File: src/rtl/morra_cinese_if.sv
// Player-facing bus of the morra cinese (rock-paper-scissors) referee.
// Moves and the start strobe go from the master (players/host) to the slave (referee).
// The round and game verdicts go back from the slave to the master.
interface morra_cinese_if;
    logic [1:0] PRIMO;
    logic [1:0] SECONDO;
    logic       INIZIA;
    logic [1:0] MANCHE;
    logic [1:0] PARTITA;

    modport master (
        output PRIMO,
        output SECONDO,
        output INIZIA,
        input  MANCHE,
        input  PARTITA
    );

    modport slave (
        input  PRIMO,
        input  SECONDO,
        input  INIZIA,
        output MANCHE,
        output PARTITA
    );
endinterface

File: src/rtl/morra_cinese.sv
// Morra cinese (rock-paper-scissors) referee.
// The referee scores one round per clock and ends the game when one player
// leads by two or more after at least four valid rounds. It also ends the game
// when the configured round limit is reached.
// INIZIA starts or restarts a game. On that cycle {PRIMO,SECONDO}+4 gives the
// round limit (4..19).
// Optional feature: define MORRA_NO_REPEAT_EN to enable the no-repeat rule.
// With this rule, the winner of the last decisive round may not win again with
// the same move. If that player repeats the move, the round is invalid.
module morra_cinese (
    input  logic                 clk,
    input  logic                 rst,
    morra_cinese_if.slave        bus,
    output logic [4:0]           current_state,
    output logic [4:0]           next_state
);

    localparam logic [4:0] IDLE  = 5'b00001;
    localparam logic [4:0] PLAY  = 5'b00010;
    localparam logic [4:0] P1WIN = 5'b00100;
    localparam logic [4:0] P2WIN = 5'b01000;
    localparam logic [4:0] DRAW  = 5'b10000;

    localparam logic [1:0] RES_NONE = 2'b00;
    localparam logic [1:0] RES_P1   = 2'b01;
    localparam logic [1:0] RES_P2   = 2'b10;
    localparam logic [1:0] RES_TIE  = 2'b11;

    // Raw outcome of one round: 00 if either move is missing, else P1/P2/tie.
    function automatic logic [1:0] round_result(input logic [1:0] p, input logic [1:0] s);
        logic [1:0] r;
        if ((p == 2'b00) || (s == 2'b00)) begin
            r = RES_NONE;
        end else if (p == s) begin
            r = RES_TIE;
        end else if (((p == 2'b01) && (s == 2'b11)) ||
                     ((p == 2'b11) && (s == 2'b10)) ||
                     ((p == 2'b10) && (s == 2'b01))) begin
            r = RES_P1;
        end else begin
            r = RES_P2;
        end
        return r;
    endfunction

    logic [4:0]        state_r;
    logic [4:0]        state_s;
    logic [4:0]        max_rounds_r;
    logic [4:0]        rounds_r;
    logic signed [5:0] lead_r;
    logic [1:0]        manche_r;
    logic [1:0]        partita_r;

    logic [4:0]        max_rounds_s;
    logic [4:0]        rounds_s;
    logic signed [5:0] lead_s;
    logic [1:0]        manche_s;
    logic [1:0]        partita_s;

    logic [1:0]        res_s;
    logic              valid_s;
    logic [4:0]        rounds_upd_s;
    logic signed [5:0] lead_upd_s;
    logic              game_over_s;
    logic [1:0]        verdict_s;

`ifdef MORRA_NO_REPEAT_EN
    logic [1:0]        last_winner_r;
    logic [1:0]        last_move_r;
    logic [1:0]        last_winner_s;
    logic [1:0]        last_move_s;
`endif

    // Score the current moves and derive the post-round count, lead and end condition.
    always_comb begin
        res_s   = round_result(bus.PRIMO, bus.SECONDO);
        valid_s = (res_s != RES_NONE);
`ifdef MORRA_NO_REPEAT_EN
        if (((last_winner_r == RES_P1) && (bus.PRIMO == last_move_r)) ||
            ((last_winner_r == RES_P2) && (bus.SECONDO == last_move_r))) begin
            valid_s = 1'b0;
        end else begin
            valid_s = valid_s;
        end
`endif
        rounds_upd_s = rounds_r + 5'd1;
        if (res_s == RES_P1) begin
            lead_upd_s = lead_r + 6'sd1;
        end else if (res_s == RES_P2) begin
            lead_upd_s = lead_r - 6'sd1;
        end else begin
            lead_upd_s = lead_r;
        end
        game_over_s = ((rounds_upd_s >= 5'd4) &&
                       ((lead_upd_s >= 6'sd2) || (lead_upd_s <= -6'sd2))) ||
                      (rounds_upd_s == max_rounds_r);
        if (lead_upd_s > 6'sd0) begin
            verdict_s = RES_P1;
        end else if (lead_upd_s < 6'sd0) begin
            verdict_s = RES_P2;
        end else begin
            verdict_s = RES_TIE;
        end
    end

    // State register; reset beats INIZIA and any round in flight.
    always_ff @(posedge clk) begin
        if (rst) begin
            state_r <= IDLE;
        end else begin
            state_r <= state_s;
        end
    end

    // Next-state logic: INIZIA restarts from anywhere, PLAY exits on a finished game.
    always_comb begin
        state_s = state_r;
        if (bus.INIZIA) begin
            state_s = PLAY;
        end else begin
            case (state_r)
                IDLE:  state_s = IDLE;
                PLAY: begin
                    if (valid_s && game_over_s) begin
                        case (verdict_s)
                            RES_P1:  state_s = P1WIN;
                            RES_P2:  state_s = P2WIN;
                            default: state_s = DRAW;
                        endcase
                    end else begin
                        state_s = PLAY;
                    end
                end
                P1WIN: state_s = P1WIN;
                P2WIN: state_s = P2WIN;
                DRAW:  state_s = DRAW;
                default: state_s = IDLE;
            endcase
        end
    end

    // Output/datapath logic: next values of verdicts, counters and repeat record.
    always_comb begin
        max_rounds_s = max_rounds_r;
        rounds_s     = rounds_r;
        lead_s       = lead_r;
        manche_s     = manche_r;
        partita_s    = partita_r;
`ifdef MORRA_NO_REPEAT_EN
        last_winner_s = last_winner_r;
        last_move_s   = last_move_r;
`endif
        if (bus.INIZIA) begin
            max_rounds_s = {1'b0, bus.PRIMO, bus.SECONDO} + 5'd4;
            rounds_s     = 5'd0;
            lead_s       = 6'sd0;
            manche_s     = RES_NONE;
            partita_s    = RES_NONE;
`ifdef MORRA_NO_REPEAT_EN
            last_winner_s = RES_NONE;
            last_move_s   = 2'b00;
`endif
        end else begin
            case (state_r)
                IDLE: begin
                    manche_s = manche_r;
                end
                PLAY: begin
                    if (valid_s) begin
                        manche_s  = res_s;
                        rounds_s  = rounds_upd_s;
                        lead_s    = lead_upd_s;
                        partita_s = game_over_s ? verdict_s : RES_NONE;
`ifdef MORRA_NO_REPEAT_EN
                        if (res_s == RES_P1) begin
                            last_winner_s = RES_P1;
                            last_move_s   = bus.PRIMO;
                        end else if (res_s == RES_P2) begin
                            last_winner_s = RES_P2;
                            last_move_s   = bus.SECONDO;
                        end else begin
                            last_winner_s = RES_NONE;
                            last_move_s   = 2'b00;
                        end
`endif
                    end else begin
                        manche_s  = RES_NONE;
                        partita_s = RES_NONE;
                    end
                end
                P1WIN, P2WIN, DRAW: begin
                    manche_s = RES_NONE;
                end
                default: begin
                    manche_s  = RES_NONE;
                    partita_s = RES_NONE;
                end
            endcase
        end
    end

    // Datapath registers holding the game context and the registered verdicts.
    always_ff @(posedge clk) begin
        if (rst) begin
            max_rounds_r <= 5'd4;
            rounds_r     <= 5'd0;
            lead_r       <= 6'sd0;
            manche_r     <= RES_NONE;
            partita_r    <= RES_NONE;
`ifdef MORRA_NO_REPEAT_EN
            last_winner_r <= RES_NONE;
            last_move_r   <= 2'b00;
`endif
        end else begin
            max_rounds_r <= max_rounds_s;
            rounds_r     <= rounds_s;
            lead_r       <= lead_s;
            manche_r     <= manche_s;
            partita_r    <= partita_s;
`ifdef MORRA_NO_REPEAT_EN
            last_winner_r <= last_winner_s;
            last_move_r   <= last_move_s;
`endif
        end
    end

    assign bus.MANCHE    = manche_r;
    assign bus.PARTITA   = partita_r;
    assign current_state = state_r;
    assign next_state    = state_s;

endmodule

File: src/flat_wrapper.sv
// flat-port wrapper written by rule: the top's interface ports become plain ports
module morra_cinese_flat 
  (clk, rst, current_state, next_state, bus_PRIMO, bus_SECONDO, bus_INIZIA, bus_MANCHE, bus_PARTITA);
  morra_cinese_if bus_i ();
  input  logic clk;
  input  logic rst;
  output logic [4:0] current_state;
  output logic [4:0] next_state;
  input wire logic [$bits(bus_i.PRIMO)-1:0] bus_PRIMO;
  input wire logic [$bits(bus_i.SECONDO)-1:0] bus_SECONDO;
  input wire logic [$bits(bus_i.INIZIA)-1:0] bus_INIZIA;
  output wire logic [$bits(bus_i.MANCHE)-1:0] bus_MANCHE;
  output wire logic [$bits(bus_i.PARTITA)-1:0] bus_PARTITA;
  assign bus_i.PRIMO = bus_PRIMO;
  assign bus_i.SECONDO = bus_SECONDO;
  assign bus_i.INIZIA = bus_INIZIA;
  assign bus_MANCHE = bus_i.MANCHE;
  assign bus_PARTITA = bus_i.PARTITA;
  morra_cinese u_core (.clk(clk), .rst(rst), .bus(bus_i), .current_state(current_state), .next_state(next_state));
endmodule
File: config.mk
export PLATFORM = sky130hd
export DESIGN_NAME = morra_cinese_flat
export DESIGN_NICKNAME = d
export VERILOG_FILES = /design/src/rtl/morra_cinese_if.sv /design/src/rtl/morra_cinese.sv /design/src/flat_wrapper.sv
export SDC_FILE = /design/constraint.sdc
export NUM_CORES = 1
export LEC_CHECK = 0
export ABC_CLOCK_PERIOD_IN_PS = 4500
export CAP_MARGIN = 10
export CORE_AREA = 2 2 79 81
export DETAILED_ROUTE_END_ITERATION = 6
export DIE_AREA = 0 0 81 83
export PLACE_DENSITY = 0.54
export SYNTH_ARGS = -nofsm -noshare
export SYNTH_HDL_FRONTEND = slang
export SYNTH_SLANG_ARGS = --single-unit
File: constraint.sdc
create_clock -name clk -period 4.5 [get_ports clk]
set_input_delay 0.9 -clock clk [delete_from_list [all_inputs] [get_ports clk]]
set_output_delay 0.9 -clock clk [all_outputs]
set_load 0.03 [all_outputs]
==> results.env <==
ANT_NETS=0
CTS.SINKS=25
FLOORPLAN.CORE_AREA_UM2=5820
GRT_MAX_DEGREE=15
NUMBER_OF_DRC_MARKERS_IN_ITERATION_0=62
HPWL_MM=3.17
SYNTHTOPCELLSBYCOUNT='nor2_1 (29), dfxtp_1 (25), xnor2_1 (15), nand2_1 (14), nand3_1 (12)'
POST-SYNTH-TOP-AREA-CELL='dfxtp_1'
CRITICAL_PATH_ENDPOINT_CATEGORY='output port'
WORST_SLEW_PIN_SLEW_NS=0.538
AREA_OVERHEAD_OF_THE_LAYOUT_RELATIVE_TO_SYNTHESIS_PCT=31.0
MAXCLOCKFREQUENCY_MHz=226
MOST_FREQUENT_CELL_AFTER_SYNTHESIS='nor2_1'
INITIAL_ANTENNA_VIOLATION_COUNT=0
SYN-CELL-AREA_UM2=1700
FINAL_MIN_PERIOD_OVER_CLOCK_PERIOD_PCT=98.1
INITIAL_STANDARD_CELL_UTILIZATION_OF_THE_CORE_PCT=29.3
CTS_BUFFERS=3
VDD_IR_MAX_uV=98.5
POST-ROUTE-CELL-AREA_UM2=2230
WORST_EP_REQUIRED_TIME_NS=3.60
POST_ROUTE_CELLS_DRIVE_ABOVE_1_SHARE_PCT=20.6
TRITONCTS_CLOCK_TREE='done'
SYNTHDOMINANTCELLAREASHARE_PCT=29.4
SYNTHESIS.INSTANCES=209
CTS_ROOT_BUFFER='clkbuf_8'
TOTAL_LEAKAGE_POWER_uW=0.000840
WORST_SETUP_START_KIND='input port'
INITIAL_DRT_PASS_ITERATIONS=4
DIE-AREA_UM2=6720
ROUTE.FINAL.WIRE_LENGTH_MM=4.09
CRITICAL_PATH.TOP_DELAY_FAMILY='compound AO/OA/AOI/OAI gates'
GLOBAL_ROUTE_WIRE_LENGTH_BEFORE_REPAIR_MM=6.80
POWER.NET_SWITCHING_uW=135
POSTSYNTH.ASYNCRESETSHARE_PCT=0
CRITPATHMAXSTAGEDELAY_NS=0.52
GP_CONGESTION=0.814
CRITPATHARRIVALTIME_NS=3.52
REMAINING_DRC_ERRORS=0
POST-PLACE-WS_NS=-0.479
FP-ROW-COUNT=28
CTS-HTREE-LEVELS=1
PLACED_CELL_AREA_UM2=2100
HOLD_VIOL_FINAL=0
CRITICAL-PATH-SLOWEST-CELL='or4_4'
POWER.SEQUENTIAL.FRACTION_PCT=48.5
GRT_OVERFLOW=0
SYNTHESIS.AREA_PER_INSTANCE_UM2=8.14
TIMING_MAX_TRANSITION_VIOLATIONS_FINAL=0
FINALSETUPVIOLATIONS=0
GRT_PASS1_VIAS=1437
CLOCKBUFFERDEPTH=2
FLOORPLAN.DIE.HEIGHT_UM=83
TIMING.CLOCK.SKEW_NS=0.00874
SHARE_CLK_OF_TOTAL_POWER_PCT=28.1
POWER.SHARE.SWITCHING_PCT=28.3
NETLIST-CELL-TYPE-COUNT=52
TIMING.CRITICAL_PATH.BUF_INV=4
AVGROUTEDWIREPERCELL_UM=12.7
PLACED_CELLS=315
CLK_PIN_SLEW_NS=0.08
SETUP.WORST_PATH.CLASS='in -> out'
NETLIST_TOP_CELLS_AREA='dfxtp_1 (29%), xnor2_1 (7.7%), nor2_1 (6.4%)'
WORST_SLEW_MARGIN_REL_PCT=63.9
MAX_CAP_VIOLATIONS=0
TOTAL_VIA_COUNT_AFTER_DETAILED_ROUTING=1588
TOTAL_POWER_uW=477
MAXIMUM_FANOUT_ALONG_THE_WORST_PATH=6
SYNTHESIS.NETS=224
FIN_CRIT_NS=4.42
SYNTH-EDFF-COUNT=0
SYNTH.FF_LATCH_COUNT=25
CP_COMMON_CELL='buf_6'
CRIT_CHAIN='clkdlybuf4s50_1 -> buf_4 -> nand2b_1 -> a21boi_2 -> o221ai_2 -> xor2_1 -> a211o_1 -> or4_4 -> o21ai_4 -> buf_6 -> o31a_1 -> buf_6'
IOS=21
POWERDENSITY_nW_PER_UM2=214
YOSYSWARNINGCOUNT=0
LAYOUTNONFILLERINSTCOUNT=322
YS.FLOP_TYPE='dfxtp_1'
WORST_HOLD_PATH_TYPE='reg -> reg'
DIE-WIDTH_UM=81
PORT_BUFFERS=20
YS_SEQ_AREA_SHARE_PCT=29.4
FINAL_NET_COUNT=263
POWER.COMBINATIONAL.FRACTION_PCT=23.4
VIAS_PER_CELL=4.93
OUTCOME='complete, no violations'
WORST_SETUP_SLACK_AFTER_LAYOUT_NS=0.0840
CLK-INSERTION-DELAY-LATE_NS=0.27
ANTENNA_CELLS=0
GLOBALROUTETOTALUTIL_PCT=12.7
INTERNAL-POWER_uW=342
## metal layers
metal,wire [um],vias to the layer above,track usage (%)
li1,-,825,-
met4,42,0,3.24
met2,1980,23,21.0
met3,123,5,2.28
met1,1950,735,16.8
met5,0,-,0
## power by group through the flow
stage               Clock (uW)  Combinational (uW)  Sequential, uW
CTS                        140                 107             231
global route               152                 122             232
finish                     134                 111             231
detailed placement           0                 103             236
global placement             0                 102             236
floorplan                    0                63.0             237
## layout make-up
cell class | count | area (um2)
inverters | 9 | 33.8
well taps | 75 | 93.8
fillers | 622 | 3590
clock buffers | 3 | 41.3
repair buffers | 43 | 370
multi-input cells | 166 | 1180
flip-flops and latches | 25 | 500
clock inverters | 1 | 5.00
## placed cells by master (no fill, tap or decap), types with 3 or more instances in the layout
cell type / count
inv_1: 9
o21ai_0: 3
ha_1: 7
a21oi_1: 4
dfxtp_1: 25
xor2_1: 5
nand3_1: 12
buf_4: 23
nand2b_1: 4
nor3_1: 8
nor2_1: 29
nand4_1: 3
nand2_1: 14
clkdlybuf4s50_1: 13
or2_2: 3
a211oi_1: 3
mux2i_1: 9
clkbuf_8: 3
xnor2_1: 13
o22ai_1: 4
## metrics by stage
stage / hold WS [ns] / TNS, ns / utilization (%)
2_1_floorplan: 0.470 / 0 / -
3_3_place_gp: 0.439 / -1.27 / 36.2
3_5_place_dp: 0.447 / -1.37 / 36.2
4_1_cts: 0.458 / 0 / 37.7
5_1_grt: 0.481 / -0.00570 / 38.3
6_report: 0.454 / 0 / 38.3
## sequential cells by signal, indices dropped and copies added, names as in the netlist
name,count
u_core.bus.PARTITA,2
u_core.bus.MANCHE,2
u_core.max_rounds_r,5
u_core.rounds_r,5
u_core.lead_r,6
u_core.current_state,5
## cell families (layout without fill, tap and decap cells)
kind of cell               Yosys count  in the layout  synth area share [%]
AOI/OAI and AO/OA                   40             40                  18.1
xor gates and xnor gates            21             21                  10.8
adders and majority gates            8              8                  5.88
buffers and inverters               18             56                  4.12
DFF                                 25             25                  29.4
muxes                               10             10                  6.18
and+or+nand+nor                     87             87                  25.5
## worst reg2reg max path, stage by stage, from the launching register on
cell and delay, ns:
dfxtp_1 0.38, inv_1 0.17, ha_1 0.20, or3b_1 0.37, a211oi_2 0.17, o221ai_2 0.11, xor2_1 0.18, a211o_1 0.29
or4_4 0.52, o21ai_4 0.10, buf_4 0.16, o32ai_1 0.08
## path summary, 6_finish.rpt
| kind | from | endpoint | slack (ns) | depth (start not counted) |
|---|---|---|---|---|
| setup reg to reg | u_core.lead_r[0]$_SDFFE_PP0P_ | u_core.current_state[4]$_SDFF_PP0_ | 1.66 | 11 |
| setup / recovery | bus_SECONDO[0] | next_state[1] | 0.08 | 12 |
| hold reg to reg | u_core.bus.PARTITA[0]$_SDFFE_PP0N_ | u_core.bus.PARTITA[0]$_SDFFE_PP0N_ | 0.45 | 2 |
| hold / removal | u_core.bus.PARTITA[0]$_SDFFE_PP0N_ | u_core.bus.PARTITA[0]$_SDFFE_PP0N_ | 0.45 | 2 |
## timing repair
item                       4_1_cts  5_1_grt
hold buffers                     0        0
setup endpoints to repair        4        4
gates resized for setup         14       11
setup buffers                    1        2
pin swaps                        4        9
(Power assumes the default switching activity.)
